[config.mk]
export PLATFORM = sky130hd
export DESIGN_NAME = truth_table_sweeper
export DESIGN_NICKNAME = d
export VERILOG_FILES = /design/src/rtl/tt_sweep_pkg.sv /design/src/rtl/truth_table_sweeper_settle_timer.sv /design/src/rtl/truth_table_sweeper.sv
export SDC_FILE = /design/constraint.sdc
export NUM_CORES = 1
export LEC_CHECK = 0
export ABC_AREA = 1
export ABC_CLOCK_PERIOD_IN_PS = 1650
export CAP_MARGIN = 10
export CELL_PAD_IN_SITES_DETAIL_PLACEMENT = 0
export CELL_PAD_IN_SITES_GLOBAL_PLACEMENT = 2
export CORE_UTILIZATION = 26
export CTS_CLUSTER_DIAMETER = 100
export DETAILED_ROUTE_END_ITERATION = 6
export PLACE_DENSITY_LB_ADDON = 0.1
export SYNTH_ARGS = -nofsm -noshare
export SYNTH_HDL_FRONTEND = slang
export SYNTH_SLANG_ARGS = --single-unit
[constraint.sdc]
create_clock -name clk -period 1.65 [get_ports clk]
set_clock_uncertainty 0.1 [all_clocks]
set_input_delay 0.165 -clock clk [delete_from_list [all_inputs] [get_ports clk]]
set_output_delay 0.165 -clock clk [all_outputs]
set_load 0.03 [all_outputs]
[src/rtl/tt_sweep_pkg.sv]
// Shared types and sizing helpers for the truth-table sweeper.
package tt_sweep_pkg;

  typedef enum logic [1:0] {
    S_IDLE,
    S_SETTLE,
    S_DONE
  } state_e;

  function automatic int cnt_w(input int n_in);
    return n_in + 1;
  endfunction

  // Width needed to count 0..v-1, never less than one bit.
  function automatic int clog2(input int v);
    int w;
    w = 1;
    while ((1 << w) < v) w++;
    return w;
  endfunction

endpackage

[src/rtl/truth_table_sweeper_settle_timer.sv]
// Free-running settle counter; expire flags the sampling cycle of each vector.
module settle_timer
  import tt_sweep_pkg::*;
#(
  parameter int SETTLE = 5
) (
  input  logic clk,
  input  logic rst,
  input  logic clear,
  output logic expire
);

  localparam int TW = clog2(SETTLE);

  logic [TW-1:0] cnt;

  assign expire = (cnt == TW'(SETTLE - 1));

  always_ff @(posedge clk or posedge rst) begin
    if (rst)        cnt <= '0;
    else if (clear) cnt <= '0;
    else            cnt <= cnt + TW'(1);
  end

endmodule

[src/rtl/truth_table_sweeper.sv]
// Sweeps every input vector of a combinational block, waits SETTLE cycles per
// vector and scores the response against a packed expected truth table.
module truth_table_sweeper
  import tt_sweep_pkg::*;
#(
  parameter int N_IN   = 3,
  parameter int N_OUT  = 1,
  parameter int SETTLE = 5,
  parameter logic [(2**N_IN)*N_OUT-1:0] EXPECTED = 8'h96
) (
  input  logic                    clk,
  input  logic                    rst,
  input  logic                    start,
  input  logic                    stop_on_fail,
  output logic [N_IN-1:0]         stim,
  input  logic [N_OUT-1:0]        resp,
  output logic                    busy,
  output logic                    done,
  output logic [cnt_w(N_IN)-1:0]  pass_cnt,
  output logic [cnt_w(N_IN)-1:0]  fail_cnt,
  output logic [N_IN-1:0]         first_fail_vec,
  output logic                    first_fail_valid
);

  localparam int CW = cnt_w(N_IN);

  state_e           state_q, state_d;
  logic             sof_q;
  logic             expire, clear;
  logic             last, match, end_sweep;
  logic [N_OUT-1:0] exp_resp;

  // Timer idles at zero outside SETTLE so the first vector gets a full window.
  assign clear = (state_q != S_SETTLE) || expire;

  settle_timer #(.SETTLE(SETTLE)) u_timer (
    .clk    (clk),
    .rst    (rst),
    .clear  (clear),
    .expire (expire)
  );

  assign exp_resp  = EXPECTED[int'(stim)*N_OUT +: N_OUT];
  assign match     = (resp == exp_resp);
  assign last      = &stim;
  assign end_sweep = last || (!match && sof_q);

  assign busy = (state_q == S_SETTLE);
  assign done = (state_q == S_DONE);

  always_ff @(posedge clk or posedge rst) begin
    if (rst) state_q <= S_IDLE;
    else     state_q <= state_d;
  end

  always_comb begin
    state_d = state_q;
    case (state_q)
      S_IDLE:   if (start) state_d = S_SETTLE;
      S_SETTLE: if (expire && end_sweep) state_d = S_DONE;
      S_DONE:   state_d = S_IDLE;
      default:  state_d = S_IDLE;
    endcase
  end

  always_ff @(posedge clk or posedge rst) begin
    if (rst) begin
      stim             <= '0;
      sof_q            <= 1'b0;
      pass_cnt         <= '0;
      fail_cnt         <= '0;
      first_fail_vec   <= '0;
      first_fail_valid <= 1'b0;
    end else begin
      case (state_q)
        S_IDLE: begin
          if (start) begin
            stim             <= '0;
            sof_q            <= stop_on_fail;
            pass_cnt         <= '0;
            fail_cnt         <= '0;
            first_fail_vec   <= '0;
            first_fail_valid <= 1'b0;
          end
        end
        S_SETTLE: begin
          if (expire) begin
            if (match) begin
              pass_cnt <= pass_cnt + CW'(1);
            end else begin
              fail_cnt <= fail_cnt + CW'(1);
              if (!first_fail_valid) begin
                first_fail_vec   <= stim;
                first_fail_valid <= 1'b1;
              end
            end
            // stim freezes on the final or failing vector for post-run inspection
            if (!end_sweep) stim <= stim + N_IN'(1);
          end
        end
        default: ;
      endcase
    end
  end

endmodule

Word-level counts from Yosys, hierarchy flattened
Cells that the tools add are included.

Bits in registers: 21. Logic and storage cells: 62. Input bits: 5.

Shift operators: 1. Mux-type cells: 23. Add/sub/neg operators: 4. Eq/ne operators: 12. Reduce and logical (&&, ||, !) cells: 14.

Operators by type and width (number): 2-to-1 mux 3 bit (7); 2-to-1 mux 4 bit (5); one-hot mux 4 bit (2 select lines) (2); one-hot mux 3 bit (2 select lines) (2); AND reduction 4 bit (3); adder 4 x 1 -> 4 bit (second input constant) (2); != test 2 x 1 -> 1 bit (second input constant) (4); != test 2 bit (second input constant) (4); variable part select 8 x 4 -> 1 bit (first input constant) (1); adder 3 x 1 -> 3 bit (second input constant) (2); AND reduction 5 bit (1); 2-to-1 mux 2 bit (2); one-hot mux 2 bit (2 select lines) (1); AND reduction 2 bit (2); == test 3 bit (second input constant) (1); 2-to-1 mux 1 bit (3); AND reduction 3 bit (1); == test 2 x 1 -> 1 bit (second input constant) (1); == test 2 bit (second input constant) (1); logical AND 1 bit (2); logical NOT 2 bit (1); logical OR 1 bit (2); one-hot mux 1 bit (2 select lines) (1); nonzero test 2 bit (1); 2 further kinds (2).

Depth between registers and ports, before layout
Gate-level depths: netlist (run 1).

Word-level depth: 8. Gate-level depth with buffers: 11. Mapped depth without buffers: 11.

Hierarchy
A second synthesis (run 1) with hierarchy kept.

Cells, all modules: 136. Area, all modules: 1133.6 um2.

By module, submodules not included: truth_table_sweeper (seq. area each 450.4 um2, cells an instance 118, times used 1, area an instance 984.7 um2); settle_timer (seq. area each 75.1 um2, cells an instance 18, times used 1, area an instance 148.9 um2).

Worst setup path before layout (run 1)
No wires, ideal clock.

Path type: flip-flop to flip-flop. Start: register stim[0]. End: register fail_cnt[0]. Path slack: -114 ps. Library setup time: 135 ps. Stages on the path, launching flop included: 11. Arrival time: 1529 ps. Period minus slack after synthesis: 1764 ps. Path buffers: 0. Cell sequence: dfrtp_1 ha_1 inv_1 nand2_1 nand2_1 nand2_1 nand2_1 nand2_1 nand2_2 nand2_1 o21ai_1.

Word-level cells in the longest chain between the ends: 4.

Ends and longest elaborated chain: start: declaration (line truth_table_sweeper.sv:15) `output logic [N_IN-1:0] stim,`; start signal: assignment (line truth_table_sweeper.sv:98) `if (!end_sweep) stim <= stim + N_IN'(1);`; variable part select 8 x 4 -> 1 bit (line truth_table_sweeper.sv:43) `assign exp_resp = EXPECTED[int'(stim)*N_OUT +: N_OUT];`; == test 1 bit (line truth_table_sweeper.sv:44) `assign match = (resp == exp_resp);`; != test 2 bit (no line); AND reduction 4 bit (no line); end signal: assignment (line truth_table_sweeper.sv:91) `fail_cnt <= fail_cnt + CW'(1);`; end: declaration (line truth_table_sweeper.sv:20) `output logic [cnt_w(N_IN)-1:0] fail_cnt,`.

No other way between the ends. A chain may end at the register's enable or synchronous reset.

Final worst setup path (run 1)
Start: register first_fail_vec[0]. End: output port first_fail_vec[0].

RTL lines: start: declaration (line truth_table_sweeper.sv:21) `output logic [N_IN-1:0] first_fail_vec,`; start signal: assignment (line truth_table_sweeper.sv:93) `first_fail_vec <= stim;`.

No word-level cell between the ends.

==> metrics, run 1 <==
Slowest Stage Delay on Critical Path 0.68 ns; WP data required 1.38 ns; status completed; Internal between 1500 and 2000 µW; port buffer count 21; layout cells sized above 1 0.265; DRT Pass-1 Iters 4; Crit path depth 1; Clock Tree Root clkbuf_8; LEAKAGE 0.000846 µW; IO Count 22; crit path cell chain clkdlybuf4s50_1; post-route setup slack 0.0729 ns; worst hold path type in -> async; CTS tree yes; FF+latch count, synth 21; Die H 66.1 µm; Avg Inst Size Synth 8.82 µm²; worst vdd ir 734 µV; post-place setup slack -0.0169 ns; clk_lat worst skew 0.25 ns; final net count 167; Switching Fraction 0.470; post-route core utilization 0.407; Starting Density 0.281; vias in the first global route 870; first-pass GRT wire length 4000 µm; Setup crit end first_fail_vec[0]; CP max stage cell clkdlybuf4s50_1; initial DRC count 27; Ys Warns 0; RSZ-0062 raised after global routing yes; Critical path origin first_fail_vec[0]; total CTS buffers 3; Final Hold Vio Count 0; commonest cells after routing, fill and taps aside 29 x nand2_1, 19 x dfrtp_1, 10 x buf_4; cells after synthesis 121; Psw approximately 1500 µW; Worst-path clk slew 0.08 ns; total track usage 0.124; CP top delay family buffers and inverters; worst hold margin 0.136 ns; Power Dens Cells roughly 2000 nW/µm²; die area approximately 4400 µm²; DP Wirelength 1680 µm; Rows 22; placed cell count 197; Distinct cells, synth 21; routed wire length 2290 µm; CP startpoint kind register; Hold-fix buffers, CTS 0; Reg2Reg Setup Slack 0.07 ns; synthesized area 1070 µm²; max-slew violations 0; r2r startpoint stim[1]; DR WL/cell 11.3 µm; CP Class reg -> out; commonest non-fill, non-tap cell in the layout nand2_1; headroom to the max-slew limit 0.783; Worst Tran Pin Value ~0.33 ns; Buf/Inv on CP 1; non-filler cells, final between 200 and 250; post-synthesis sequential area ratio 0.492; CTS H-Tree Depth 1; number of diodes 0; Critical Path AT 1.31 ns; Routed Antenna Nets 0; r2r endpoint first_fail_vec[1]; DR vias just under 900; initial antenna violation count 0; Tmin final 1.58 ns; combinational group share of total power 0.604; Longest Clk Path Bufs 2; pin count of the biggest net entering global routing 22; Max Fclk around 0.63 GHz; Reg2Reg Depth 10; Max-Cap Viols 0; share of power burned in the clock network 0.105; power share of the sequential group 0.290; DRC 0; vias per cell 4.29; CP Max Fanout 2; Sink Count 21; Net Count, Synth between 100 and 150; die width 66.1 µm; global route total overflow 0; Setup Viol. Count Final 0; Layout area overhead 44.9%; Setup crit end kind output pin; GP Congestion 0.703; period utilisation layout 0.956; CORE AREA around 3800 µm²
==> stage by stage <==
| stage | instance area (µm²) | setup TNS, ns | power [µW] |
|---|---|---|---|
| after floorplan | 1070 | -0.00365 | 2050 |
| after CTS | 1460 | 0 | 3070 |
| after global routing | 1550 | -0.264 | 3470 |
| after global placement | 1400 | 0 | 2660 |
| final | 1550 | 0 | 3180 |
| after detailed placement | 1400 | -0.0622 | 2670 |
==> metal layers <==
metal | global-route usage | wire length (µm)
met5 | 0 | 0
met1 | 0.168 | 1160
met3 | 0.0207 | 81
met2 | 0.193 | 1030
met4 | 0.0559 | 20
==> layout make-up <==
class	count	area [µm²]
multi-input cells	86	554
fillers	400	2250
well taps	48	60.1
repair buffers	31	310
flip-flops and latches	21	528
clock buffers	4	45.0
inverters	13	48.8
==> cell usage after synthesis <==
master | count | share of area
nand2_2 | 1 | 0.0059
nand3_2 | 1 | 0.0094
dfrtp_1 | 21 | 0.49
xnor2_1 | 2 | 0.016
clkinv_1 | 1 | 0.0035
o21ai_2 | 1 | 0.0082
xor2_1 | 3 | 0.025
ha_1 | 6 | 0.070
nand3_4 | 1 | 0.016
o211ai_1 | 1 | 0.0070
nand2_1 | 39 | 0.14
buf_4 | 1 | 0.0070
or2_2 | 1 | 0.0059
mux2_2 | 1 | 0.011
o21ai_4 | 1 | 0.015
inv_1 | 9 | 0.032
inv_2 | 3 | 0.011
nor2_4 | 1 | 0.011
nand3_1 | 9 | 0.042
o21ai_1 | 10 | 0.047
nor2_1 | 8 | 0.028
==> power groups by stage <==
stage / Clock (µW) / Sequential, µW / Combinational [µW]
2_1_floorplan: 0 / 1200 / 847
3_3_place_gp: 0 / 913 / 1750
3_5_place_dp: 0 / 918 / 1760
4_1_cts: 353 / 910 / 1810
5_1_grt: 376 / 958 / 2140
6_report: 335 / 923 / 1920
==> timing repair <==
| action | CTS | global route |
|---|---|---|
| hold endpoints to repair | 0 | 0 |
| gates resized for setup | 9 | 19 |
| buffers inserted | 0 | 2 |
| pin swaps | 0 | 2 |
| setup endpoints to repair | 15 | 21 |
==> state kept, by name, indices dropped and copies added (netlist names) <==
register and count:
first_fail_valid 1, pass_cnt 4, fail_cnt 4, stim 3, u_timer.cnt 3, sof_q 1
first_fail_vec 3, state_q 2
==> how the worst min path moves through the flow <==
stage | start | end | slack (ns)
floorplan | rst | fail_cnt[0] | 0.04
global placement | first_fail_vec[2] | first_fail_vec[2] | 0.38
detailed placement | first_fail_vec[1] | first_fail_vec[1] | 0.38
CTS | rst | pass_cnt[3] | 0.14
global route | rst | pass_cnt[3] | 0.19
finish | rst | fail_cnt[3] | 0.14
==> kinds of logic (layout without fill, tap and decap cells) <==
group / count (synthesis) / after routing / share of synthesized area
muxes: 1 / 1 / 0.0106
xor gates and xnor gates: 5 / 5 / 0.0410
adders and majority gates: 6 / 6 / 0.0703
and+or+nand+nor: 61 / 61 / 0.256
buffers and inverters: 14 / 48 / 0.0528
DFF: 21 / 21 / 0.492
AOI/OAI and AO/OA: 13 / 13 / 0.0774
Power figures use the tool's default switching activity.
==> run 2: changes to the inputs <==
--- a/config.mk
+++ b/config.mk
@@ -10,9 +10,11 @@
 export CAP_MARGIN = 10
 export CELL_PAD_IN_SITES_DETAIL_PLACEMENT = 0
 export CELL_PAD_IN_SITES_GLOBAL_PLACEMENT = 2
+export CORE_MARGIN = 2
 export CORE_UTILIZATION = 26
 export CTS_CLUSTER_DIAMETER = 100
 export DETAILED_ROUTE_END_ITERATION = 6
+export GPL_TIMING_DRIVEN = 0
 export PLACE_DENSITY_LB_ADDON = 0.1
 export SYNTH_ARGS = -nofsm -noshare
 export SYNTH_HDL_FRONTEND = slang
==> run 2 against run 1 <==
Non-clock buffer count fell by 3; clock-buffer cell count fell by 1; clock power is 4% higher; first-iteration DRC count increased by 48%; worst hold slack improved by 0.14 ns; sequential cell count stayed put; register-to-register slack lost 0.03 ns; final area is 4.3% higher; global-route usage is 0.52 points higher.
==> metrics, run 2 (synthesized netlist as in run 1, its figures left out) <==
worst vdd ir 694 µV (-5.5%); initial antenna violation count 0 (unchanged); Fillers 421 (+5.3%); port buffer count 21 (unchanged); Critical Path AT 1.66 ns (+0.35 ns); vias per cell 4.32 (+0.73%); die width 68.1 µm (+3.0%); r2r startpoint stim[1]; final net count 164 (-1.8%); Final Hold Vio Count 0 (unchanged); Multi-input gate area 632 µm² (+14%); biggest regs fail_cnt x4, pass_cnt x4; Setup Viol. Count Final 0 (unchanged); total track usage 0.129 (+0.00519); commonest non-fill, non-tap cell in the layout nand2_1; layout cells sized above 1 0.303 (+0.0381); GP Congestion 0.680 (-3.2%); global route total overflow 0 (unchanged); commonest cells after routing, fill and taps aside 25 x nand2_1, 19 x dfrtp_1, 10 x o21ai_1; status completed; overall power 3500 µW (+9.9%); Sink Count 21 (unchanged); CTS H-Tree Depth 1 (unchanged); CTS tree yes; CORE AREA 3970 µm² (+4.5%); Reg2Reg Depth 10 (unchanged); total CTS buffers 3 (unchanged); Max-Cap Viols 0 (unchanged); worst hold path type in -> async; Max Fclk 0.624 GHz (-1.6%); CP Max Fanout 6 (+4); headroom to the max-slew limit 0.420 (-0.363); Worst-path clk slew 0.08 ns (about the same); Layout area overhead 51.1%; Die H 68.1 µm (+3.0%); DRT Pass-1 Iters 3 (-1); Reg2Reg Setup Slack 0.05 ns (-0.03 ns); initial DRC count 40 (+48%); pin count of the biggest net entering global routing 22 (unchanged); first-pass GRT wire length 4380 µm (+9.5%); CP Class reg -> reg; Rows 23 (+4.5%); Hold-fix buffers, CTS 0 (unchanged); Power Dens Cells 2170 nW/µm² (+5.3%); DR WL/cell 12.1 µm (+7.2%); RSZ-0062 raised after global routing yes; WP data required 1.71 ns (+0.33 ns); Clock Tree Root clkbuf_8; r2r endpoint first_fail_vec[0]; DRC 0 (unchanged); number of diodes 0 (unchanged); DR vias 873 (+0.23%); clk_lat worst skew 0.26 ns (about the same); Longest Clk Path Bufs 2 (unchanged); Tmin final 1.60 ns (+0.0262 ns); period utilisation layout 0.972 (+0.0159); IO Count 22 (unchanged); Worst Tran Pin Value 0.869 ns (+0.543 ns); post-route setup slack 0.0467 ns (-0.0262 ns); die area 4630 µm² (+6.1%); Routed Antenna Nets 0 (unchanged); setup TNS 0 ns (unchanged); routed wire length 2450 µm (+6.7%); Starting Density 0.269 (-0.0122); Setup crit end kind register; Reg area 528 µm² (unchanged); DP Wirelength 1700 µm (+0.94%); LEAKAGE 0.000873 µW (+3.1%); vias in the first global route 903 (+3.8%); CP startpoint kind register; post-route core utilization 0.406 (-0.00100); post-place setup slack -0.0772 ns (-0.0602 ns); max-slew violations 0 (unchanged)
-- run 2: cell types whose count changed in the layout (fill, tap and decap cells not counted), sizes merged --
| cell | delta |
|---|---|
| inv | +1 |
| clkbuf | -1 |
| buf | -3 |
-- run 2: metrics by stage --
stage	instance area, µm²	cells	hold WS, ns
after global placement	1350	192	0.343
final	1610	202	0.276
after floorplan	1070	121	0.0414
after CTS	1480	201	0.306
after global routing	1610	202	0.358
after detailed placement	1350	192	0.364
-- run 2: how the worst max path moves through the flow --
stage / start / end / slack [ns] / cells after the start
after global routing: stim[1] / stim[2] / -0.05 / 11
after floorplan: stim[0] / fail_cnt[0] / -0.004 / 9
after CTS: fail_cnt[0] / fail_cnt[0] / 0.003 / 1
after global placement: stim[0] / fail_cnt[0] / -0.06 / 9
final: stim[1] / first_fail_vec[0] / 0.05 / 10
after detailed placement: stim[0] / first_fail_vec[0] / -0.08 / 9
-- run 2: critical path: stages (launching register included) --
cell     delay, ns
dfrtp_2       0.45
ha_4          0.31
inv_4         0.04
nand2_4       0.07
nand2_4       0.06
nand2_4       0.07
nand2_4       0.08
nand2_8       0.09
nand3_4       0.10
nand2_1       0.07
o21ai_1       0.05
-- run 2: layout make-up --
cell class	count	share of cell area
Inverter	13	0.0318
Clock inverter	1	0.00310
Sequential cell	21	0.327
Timing Repair Buffer	27	0.175
Buffer	1	0.00698
Clock buffer	3	0.0256
Tap cell	50	0.0388
Multi-Input combinational cell	86	0.392
-- run 2: routing by layer --
metal	vias up	wire length (µm)	GRT usage
li1	446	-	-
met1	407	1170	0.176
met2	15	1140	0.195
met3	5	86	0.0230
met4	0	52	0.0675
met5	-	0	0
-- run 2: report_power, final --
part / switching, µW / internal (µW) / leakage (µW)
Combinational: 1300 / 907 / 0.000585
Sequential: 210 / 729 / 0.000262
Clock: 180 / 169 / 0.0000255
-- run 2: repair_timing --
action / in CTS / in global routing
hold endpoints to repair: 0 / 0
gates resized for setup: 15 / 38
pin swaps: 7 / 13
endpoints found under the setup margin: 20 / 25
buffers inserted: 5 / 1
cloned: 0 / 0
